File: src/rtl/gcm_pkg.sv
// rtl/gcm_pkg.sv - shared GHASH controller types, block-type codes and width constant
package gcm_pkg;

  localparam int GCM_W = 128;

  typedef enum logic [2:0] {
    IDLE   = 3'd0,
    ACCEPT = 3'd1,
    MUL    = 3'd2,
    LEN    = 3'd3,
    DONE   = 3'd4
  } ghash_state_t;

  localparam logic BLK_AAD = 1'b0;
  localparam logic BLK_CT  = 1'b1;

  // A zero byte count encodes a full 16-byte block
  function automatic logic [4:0] eff_nbytes(input logic [4:0] nbytes);
    return (nbytes == 5'd0) ? 5'd16 : nbytes;
  endfunction

endpackage

File: src/rtl/ghash_lenblk.sv
// rtl/ghash_lenblk.sv - builds the GHASH length block {aad_bits, ct_bits} from byte counters
module ghash_lenblk
  import gcm_pkg::*;
(
  input  logic [31:0]      aad_bytes,
  input  logic [31:0]      ct_bytes,
  output logic [GCM_W-1:0] len_block
);

  // Counters are zero-extended to 64 bits, then scaled to bits (x8)
  always_comb begin
    len_block = {29'd0, aad_bytes, 3'd0, 29'd0, ct_bytes, 3'd0};
  end

endmodule

File: src/rtl/ghash_ctrl.sv
// rtl/ghash_ctrl.sv - GHASH sequencer driving an external GF(2^128) multiplier (option: GHASH_CTRL_PARTIAL_MASK_EN)
module ghash_ctrl
  import gcm_pkg::*;
#(
  parameter int MUL_TIMEOUT = 64
) (
  input  logic         iClk,
  input  logic         iRst,
  input  logic [127:0] iHashkey,
  input  logic         iHashkey_valid,
  input  logic         iStart,
  input  logic [127:0] iBlock,
  input  logic         iBlock_valid,
  input  logic         iBlock_type,
  input  logic         iBlock_last,
  input  logic [4:0]   iBlock_nbytes,
  output logic         oBlock_ready,
  output logic [127:0] oMul_a,
  output logic [127:0] oMul_h,
  output logic         oMul_valid,
  input  logic [127:0] iMul_result,
  input  logic         iMul_valid,
  output logic [127:0] oTag,
  output logic         oTag_valid,
  output logic         oBusy,
  output logic         oErr
);

  localparam int TMO_W = $clog2(MUL_TIMEOUT + 1);

  ghash_state_t     state;
  logic [GCM_W-1:0] y;
  logic [GCM_W-1:0] h;
  logic             h_valid;
  logic             last_flag;
  logic             final_flag;
  logic [31:0]      aad_bytes;
  logic [31:0]      ct_bytes;
  logic [TMO_W-1:0] tmo_cnt;
  logic [4:0]       nb_eff;
  logic [GCM_W-1:0] blk_in;
  logic [GCM_W-1:0] len_block;

  // Effective byte count and the block value as it will be folded into Y
  always_comb begin
    nb_eff = eff_nbytes(iBlock_nbytes);
`ifdef GHASH_CTRL_PARTIAL_MASK_EN
    blk_in = iBlock & ({GCM_W{1'b1}} << (8 * (16 - int'(nb_eff))));
`else
    blk_in = iBlock;
`endif
  end

  ghash_lenblk u_lenblk (
    .aad_bytes (aad_bytes),
    .ct_bytes  (ct_bytes),
    .len_block (len_block)
  );

  // Message sequencer: absorb blocks, wait on the multiplier, finish with the length block
  always_ff @(posedge iClk) begin
    if (iRst) begin
      state        <= IDLE;
      y            <= '0;
      h            <= '0;
      h_valid      <= 1'b0;
      last_flag    <= 1'b0;
      final_flag   <= 1'b0;
      aad_bytes    <= '0;
      ct_bytes     <= '0;
      tmo_cnt      <= '0;
      oBlock_ready <= 1'b0;
      oMul_a       <= '0;
      oMul_h       <= '0;
      oMul_valid   <= 1'b0;
      oTag         <= '0;
      oTag_valid   <= 1'b0;
      oBusy        <= 1'b0;
      oErr         <= 1'b0;
    end else begin
      oMul_valid <= 1'b0;
      oTag_valid <= 1'b0;
      case (state)
        IDLE: begin
          if (iHashkey_valid) begin
            h       <= iHashkey;
            h_valid <= 1'b1;
          end
          if (iStart && h_valid) begin
            y            <= '0;
            aad_bytes    <= '0;
            ct_bytes     <= '0;
            final_flag   <= 1'b0;
            oErr         <= 1'b0;
            oBlock_ready <= 1'b1;
            oBusy        <= 1'b1;
            state        <= ACCEPT;
          end
        end
        ACCEPT: begin
          if (iBlock_valid) begin
            if (iBlock_type == BLK_CT) begin
              ct_bytes <= ct_bytes + 32'(nb_eff);
            end else begin
              aad_bytes <= aad_bytes + 32'(nb_eff);
              // Any CT transfer leaves ct_bytes non-zero, so this flags AAD after CT
              if (ct_bytes != 32'd0) oErr <= 1'b1;
            end
            oMul_a       <= y ^ blk_in;
            oMul_h       <= h;
            oMul_valid   <= 1'b1;
            last_flag    <= iBlock_last;
            tmo_cnt      <= '0;
            oBlock_ready <= 1'b0;
            state        <= MUL;
          end
        end
        MUL: begin
          if (iMul_valid) begin
            if (final_flag) begin
              oTag       <= iMul_result;
              oTag_valid <= 1'b1;
              state      <= DONE;
            end else begin
              y <= iMul_result;
              if (last_flag) begin
                state <= LEN;
              end else begin
                oBlock_ready <= 1'b1;
                state        <= ACCEPT;
              end
            end
          end else if (tmo_cnt == TMO_W'(MUL_TIMEOUT - 1)) begin
            oErr  <= 1'b1;
            oBusy <= 1'b0;
            state <= IDLE;
          end else begin
            tmo_cnt <= tmo_cnt + 1'b1;
          end
        end
        LEN: begin
          oMul_a     <= y ^ len_block;
          oMul_h     <= h;
          oMul_valid <= 1'b1;
          final_flag <= 1'b1;
          tmo_cnt    <= '0;
          state      <= MUL;
        end
        DONE: begin
          oBusy <= 1'b0;
          state <= IDLE;
        end
        default: begin
          oBusy        <= 1'b0;
          oBlock_ready <= 1'b0;
          state        <= IDLE;
        end
      endcase
    end
  end

endmodule

File: config.mk
export PLATFORM = sky130hd
export DESIGN_NAME = ghash_ctrl
export DESIGN_NICKNAME = d
export VERILOG_FILES = /design/src/rtl/gcm_pkg.sv /design/src/rtl/ghash_lenblk.sv /design/src/rtl/ghash_ctrl.sv
export SDC_FILE = /design/constraint.sdc
export NUM_CORES = 2
export LEC_CHECK = 0
export BUFFER_PORTS_ARGS = -buffer_cell sky130_fd_sc_hd__buf_2
export CAP_MARGIN = 15
export CORE_AREA = 10 10 295 297
export DETAILED_ROUTE_END_ITERATION = 16
export DIE_AREA = 0 0 305 307
export GPL_TIMING_DRIVEN = 0
export MAX_ROUTING_LAYER = met4
export PLACE_DENSITY_LB_ADDON = 0.2
export SYNTH_ARGS = -nofsm -noshare
export SYNTH_HDL_FRONTEND = slang
export SYNTH_SLANG_ARGS = --single-unit
File: constraint.sdc
create_clock -name iClk -period 2.4 [get_ports iClk]
set_clock_uncertainty 0.05 [all_clocks]
set_input_delay 0 -clock iClk [delete_from_list [all_inputs] [get_ports iClk]]
set_output_delay 0 -clock iClk [all_outputs]
set_load 0.1 [all_outputs]
### Word level (Yosys, flattened, before mapping)

Index checks and enable logic that the tools add are counted.

* register bits: 722
* input port bits: 397
* logic and storage cells: 116

* add/sub/neg operators: 3
* equality and inequality tests: 17
* mux-type cells: 47
* bitwise logic cells: 6
* reductions and logical operators: 26

Operator list (count)
* 128-bit case mux with 2 select lines: 3
* 128-bit two-way mux: 5
* 32-bit two-way mux: 5
* 32-bit case mux with 2 select lines: 2
* 128-bit bitwise XOR: 1
* 128-bit by 99-bit bitwise XOR with 128-bit output: 1
* 32-bit by 5-bit adder with 32-bit output: 2
* 32-bit nonzero test: 1
* 2-bit != test, second input constant: 11
* 7-bit two-way mux: 3
* 7-bit case mux with 3 select lines: 1
* 4-bit AND reduction: 5
* 1-bit two-way mux: 15
* 3-bit two-way mux: 5
* 3-bit case mux with 4 select lines: 1
* 2-bit AND reduction: 4
* 2-bit nonzero test: 4
* 7-bit by 1-bit adder with 7-bit output, second input constant: 1
* 7-bit by 6-bit equality test with 1-bit output, second input constant: 1
* 7-bit AND reduction: 1
* 3-bit by 2-bit equality test with 1-bit output, second input constant: 2
* 1-bit case mux with 3 select lines: 2
* 3-bit AND reduction: 2
* 6-bit AND reduction: 1
* 14 further kinds: 20

### Depth between registers and ports, before layout

* depth in word-level cells: 6
* mapped depth: 10
* mapped depth without buffers: 8

### Modules after synthesis

From an unflattened synthesis, not the netlist that was laid out.

* cell total of the unflattened synthesis: 3697
* area total of the unflattened synthesis: 29689.7 µm²

Modules (own cells, without submodules)
* ghash_ctrl: instances 1, cells each 3568, area an instance 28725.0 µm², sequential area each 14453.9 µm²
* ghash_lenblk: instances 1, cells each 129, area an instance 964.7 µm², sequential area each 0.0 µm²

### Worst setup path after synthesis

No wires, ideal clock.

* path kind: input port to flip-flop
* from: in iBlock_nbytes[2]
* to: reg ct_bytes[15]
* setup time: 0.128 ns
* data arrival time: 2.249 ns
* data required time: 2.222 ns
* slack: -0.026 ns
* stages on the path: 10
* buffers on the path: 3
* cell sequence: buf_2 -> o41ai_1 -> ha_1 -> o211a_1 -> a221oi_1 -> or4_1 -> clkbuf_1 -> buf_2 -> xnor2_1 -> nor2_1

* cells in the longest elaborated chain, start to end: 6

Ends and longest elaborated chain
* from (decl): line ghash_ctrl.sv:16 `input logic [4:0] iBlock_nbytes,`
* 5-bit logical NOT: line gcm_pkg.sv:19 `return (nbytes == 5'd0) ? 5'd16 : nbytes;`
* 5-bit two-way mux (*): line gcm_pkg.sv:19
* 32-bit by 5-bit adder with 32-bit output (*): line ghash_ctrl.sv:103 `ct_bytes <= ct_bytes + 32'(nb_eff);`
* 32-bit two-way mux (*): line ghash_ctrl.sv:102 `if (iBlock_type == BLK_CT) begin`
* 32-bit two-way mux (*): line ghash_ctrl.sv:101 `if (iBlock_valid) begin`
* 32-bit case mux with 2 select lines (*): line ghash_ctrl.sv:83 `case (state)`
* to (signal assigned): line ghash_ctrl.sv:103
* to (decl): line ghash_ctrl.sv:38 `logic [31:0] ct_bytes;`

Every way passes the cells marked *; elsewhere a longest branch is shown, timed or not. The select of a mux whose other input is x is not followed.
A chain may end at the register's enable or synchronous reset.

### Worst setup path in the final report

* from: reg ct_bytes[4]
* to: reg ct_bytes[18]

* cells in the longest elaborated chain, start to end: 4

Ends and longest elaborated chain (line)
* 32-bit by 5-bit adder with 32-bit output: ghash_ctrl.sv:103
* 32-bit two-way mux: ghash_ctrl.sv:102
* 32-bit two-way mux: ghash_ctrl.sv:101
* 32-bit case mux with 2 select lines: ghash_ctrl.sv:83

Every way passes these cells. The select of a mux whose other input is x is not followed.

==> results.toml <==
[setup_path]
crit_arrival_ns = 2.83
criticalPathCategory = "register to register"
rrSetupSlack_ns = 0.06
reg2reg_to = "ct_bytes[18]"
r2r-start = "ct_bytes[4]"
worst_path_largest_cell_delay_ns = 0.48
cp-end-kind = "register"
worstRegToRegCells = 7
worstPathRequired_ns = 2.89
cp_cell_sequence = "ha_4, o2111ai_1, and3_4, or4_4, buf_4, or3_1, a21oi_1"
cp_slowest_cell = "or4_4"
crit_path_max_fanout = 6
crit_end = "ct_bytes[18]"
start_kind = "register"
startpoint = "ct_bytes[4]"

[drt]
vias_per_cell = 4.91
ant_nets = 0
drt-initial-drc-count = 1838
first_pass_iters = 6
detailroute.via_count = 29200
drc = 0
drt-total-wl_um = 125000
wl_per_cell_um = 21.1

[clock_tree]
cts-root-buf = "clkbuf_16"
htreeDepth = 3
clk_pin_slew_worst_paths_ns = 0.06
worstSkewPairLatency_ns = 0.62
clock-sinks = 722
cts_tree = "done"
numCtsBuffers = 81
cts_buffer_depth = 3

[placement]
gp_congestion = 0.926
dpl.hpwl_um = 96000
port_buffers = 785
place_inst = 5382
dpl_cell_area_mm2 = 0.0335

[power]
switchingPower_uw = 7970
p_sw_share_pct = 27.9
vdd_ir_drop_max_mv = 0.611
clockPowerShare_pct = 43.4
intPower_uw = 20600
finalPower_uw = 28600
p_leak_uw = 0.0169
pwr-share-comb_pct = 13.2
power_frac_seq_pct = 43.4
p_per_area_mw_per_mm2 = 704

[synthesis]
syn-num-nets = 3926
synthTopCellsByArea = "dfxtp_1 51%, nand2_1 15%, a21oi_1 11%"
yosys_warnings = 0
synth_top_cell_area_share_pct = 51.4
yosysSeqAreaShare_pct = 51.4
synth_top_area_cell = "dfxtp_1"
syn-cell-area_mm2 = 0.0281
synth_edf_count = 0
ys_types = 52
synth_flop_cell = "dfxtp_1"
syn_area_per_cell_um2 = 7.99
ys_ff_latch = 722
synthArstFlopShare_pct = 0
netlist_instances = 3518

[floorplan]
rows = 105
die-area_mm2 = 0.0936
start_util_pct = 34.6
core_region_area_mm2 = 0.0813
die_w_um = 305
die_h_um = 307
top_level_ports = 786

[timing]
whs_ns = -0.0418
fin_crit_sh_pct = 97.3
fin_tns_setup_ns = 0
tightest_slew_ns = 1.15
max_slew_margin_pct = 23.2
min_period_ns = 2.34
finalHoldViolCount = 8
fmax_mhz = 428
finalMaxSlewViolations = 0
setup_viol = 0

[layout]
final_cells = 5946
multiInputGateArea_mm2 = 0.0128
area_growth_pct = 44.5
nets = 5199
drive_gt1_share_pct = 22.1
ff_latch_area_mm2 = 0.0145
fin_area_mm2 = 0.0406
fillCellCount = 8009

[global_route]
grt_max_degree = 18
grt_use_total_pct = 26.1
grt_pass1_wl_um = 184000
antenna_found_initial = 19
globalRouteOverflowTotal = 0
grt_pass1_vias = 29200

[hold_path]
holdCritPathClass = "primary input to register"
hold_depth = 5

[run]
cap_violations = 0

[status]
status = "complete, but fails checks"
violations = "negative hold slack"
[metrics by stage]
| step | setup WS [ns] | utilization (%) |
|---|---|---|
| 3_3_place_gp | -1.63 | 41.1 |
| 6_report | 0.0646 | 50.0 |
| 2_1_floorplan | 0.0352 | - |
| 3_5_place_dp | -1.21 | 41.2 |
| 4_1_cts | -0.0677 | 49.7 |
| 5_1_grt | -0.0114 | 49.9 |
[worst min path at each step]
stage                   startpoint  slack [ns]     end
detailed placement    iHashkey[74]        0.20   h[74]
global placement       iHashkey[3]        0.19    h[3]
global route        iHashkey_valid        0.02  h[127]
finish              iHashkey_valid       -0.04  h[127]
CTS                 iHashkey_valid        0.05  h[127]
floorplan              iHashkey[0]        0.09    h[0]
[critical path, delay by kind of cell, from the launching register on]
kind / cells / cell delay, ns
buf+inv: 1 / 0.18
fa+ha+maj: 1 / 0.35
simple gates: 3 / 1.03
flops: 1 / 0.39
compound gates: 2 / 0.26
[per-layer routing]
| metal | wire length [µm] | part of all wire, % | GRT usage [%] | vias to the layer above |
|---|---|---|---|---|
| met5 | 0 | 0 | - | - |
| met4 | 4450 | 3.6 | 9.15 | 0 |
| met3 | 8910 | 7.1 | 6.35 | 235 |
| met2 | 61700 | 49 | 44.5 | 1031 |
| met1 | 50200 | 40 | 29.6 | 13700 |
| li1 | - | - | - | 14300 |
[power groups by stage]
stage          Sequential, µW  Combinational, µW  Clock (µW)
4_1_cts                 12400               3780       12600
2_1_floorplan           13600               1090           0
6_report                12400               3790       12400
5_1_grt                 12400               4040       13200
3_5_place_dp            12700               3200           0
3_3_place_gp            12700               3180           0
[cell type report]
type / count / share of cell area (%)
Tap cell: 1070 / 3.30
Timing Repair Buffer: 1198 / 19.9
Buffer: 260 / 2.90
Clock buffer: 122 / 5.92
Clock inverter: 24 / 0.570
Inverter: 12 / 0.111
Multi-Input combinational cell: 2516 / 31.5
Sequential cell: 722 / 35.6
Antenna cell: 22 / 0.136
[placed cells by master (no fill, tap or decap), types with 65 or more instances in the layout]
cell type         n
a21oi_1         611
clkbuf_16        84
mux2i_1          65
dlygate4sd3_1   398
clkbuf_2         79
a211oi_1         66
clkbuf_1        174
dfxtp_1         716
nor2_1          122
buf_2           796
nand3_1         151
xnor2_1          99
nand2_1        1124
xor2_1           66
[sequential cells by signal, indices dropped and copies added, names as in the netlist, 3 cells and up]
| register | cells |
|---|---|
| y | 128 |
| oMul_h | 128 |
| aad_bytes | 32 |
| h | 128 |
| state | 3 |
| tmo_cnt | 7 |
| ct_bytes | 32 |
| oMul_a | 128 |
| oTag | 128 |
[cells in the mapped netlist, types with 3 or more instances]
library cell,n
a211o_1,3
a211oi_1,66
a21o_1,3
a21oi_1,613
a22oi_1,8
a31o_2,3
a31oi_1,5
and3_1,8
and4_1,4
buf_1,11
buf_2,7
clkbuf_1,249
dfxtp_1,722
ha_1,9
inv_1,12
maj3_1,4
mux2i_1,66
nand2_1,1124
nand2b_1,6
nand3_1,152
nand4_1,20
nor2_1,122
nor3_1,19
nor4_1,26
nor4b_1,4
o21ai_0,24
o31ai_1,7
or3_1,17
or4_1,7
xnor2_1,99
xor2_1,66
[kinds of logic (layout without fill, tap and decap cells)]
logic type / count (synthesis) / after routing / synth area share (%)
AO/OA/AOI/OAI: 744 / 744 / 14.2
AND/OR/NAND/NOR: 1526 / 1526 / 22.4
XOR/XNOR: 165 / 165 / 5.14
adder cells (fa/ha/maj): 15 / 15 / 0.686
buffers and inverters: 280 / 1616 / 3.80
other: 0 / 22 / 0
multiplexers: 66 / 66 / 2.35
flip-flops: 722 / 722 / 51.4
[repair_timing]
action | 4_1_cts | 5_1_grt
pin swaps | 6 | 8
endpoints found under the setup margin | 702 | 519
hold endpoints to repair | 537 | 0
resized for setup | 107 | 98
hold buffers | 398 | 0
buffers inserted | 4 | 2
Power figures use the tool's default switching activity.
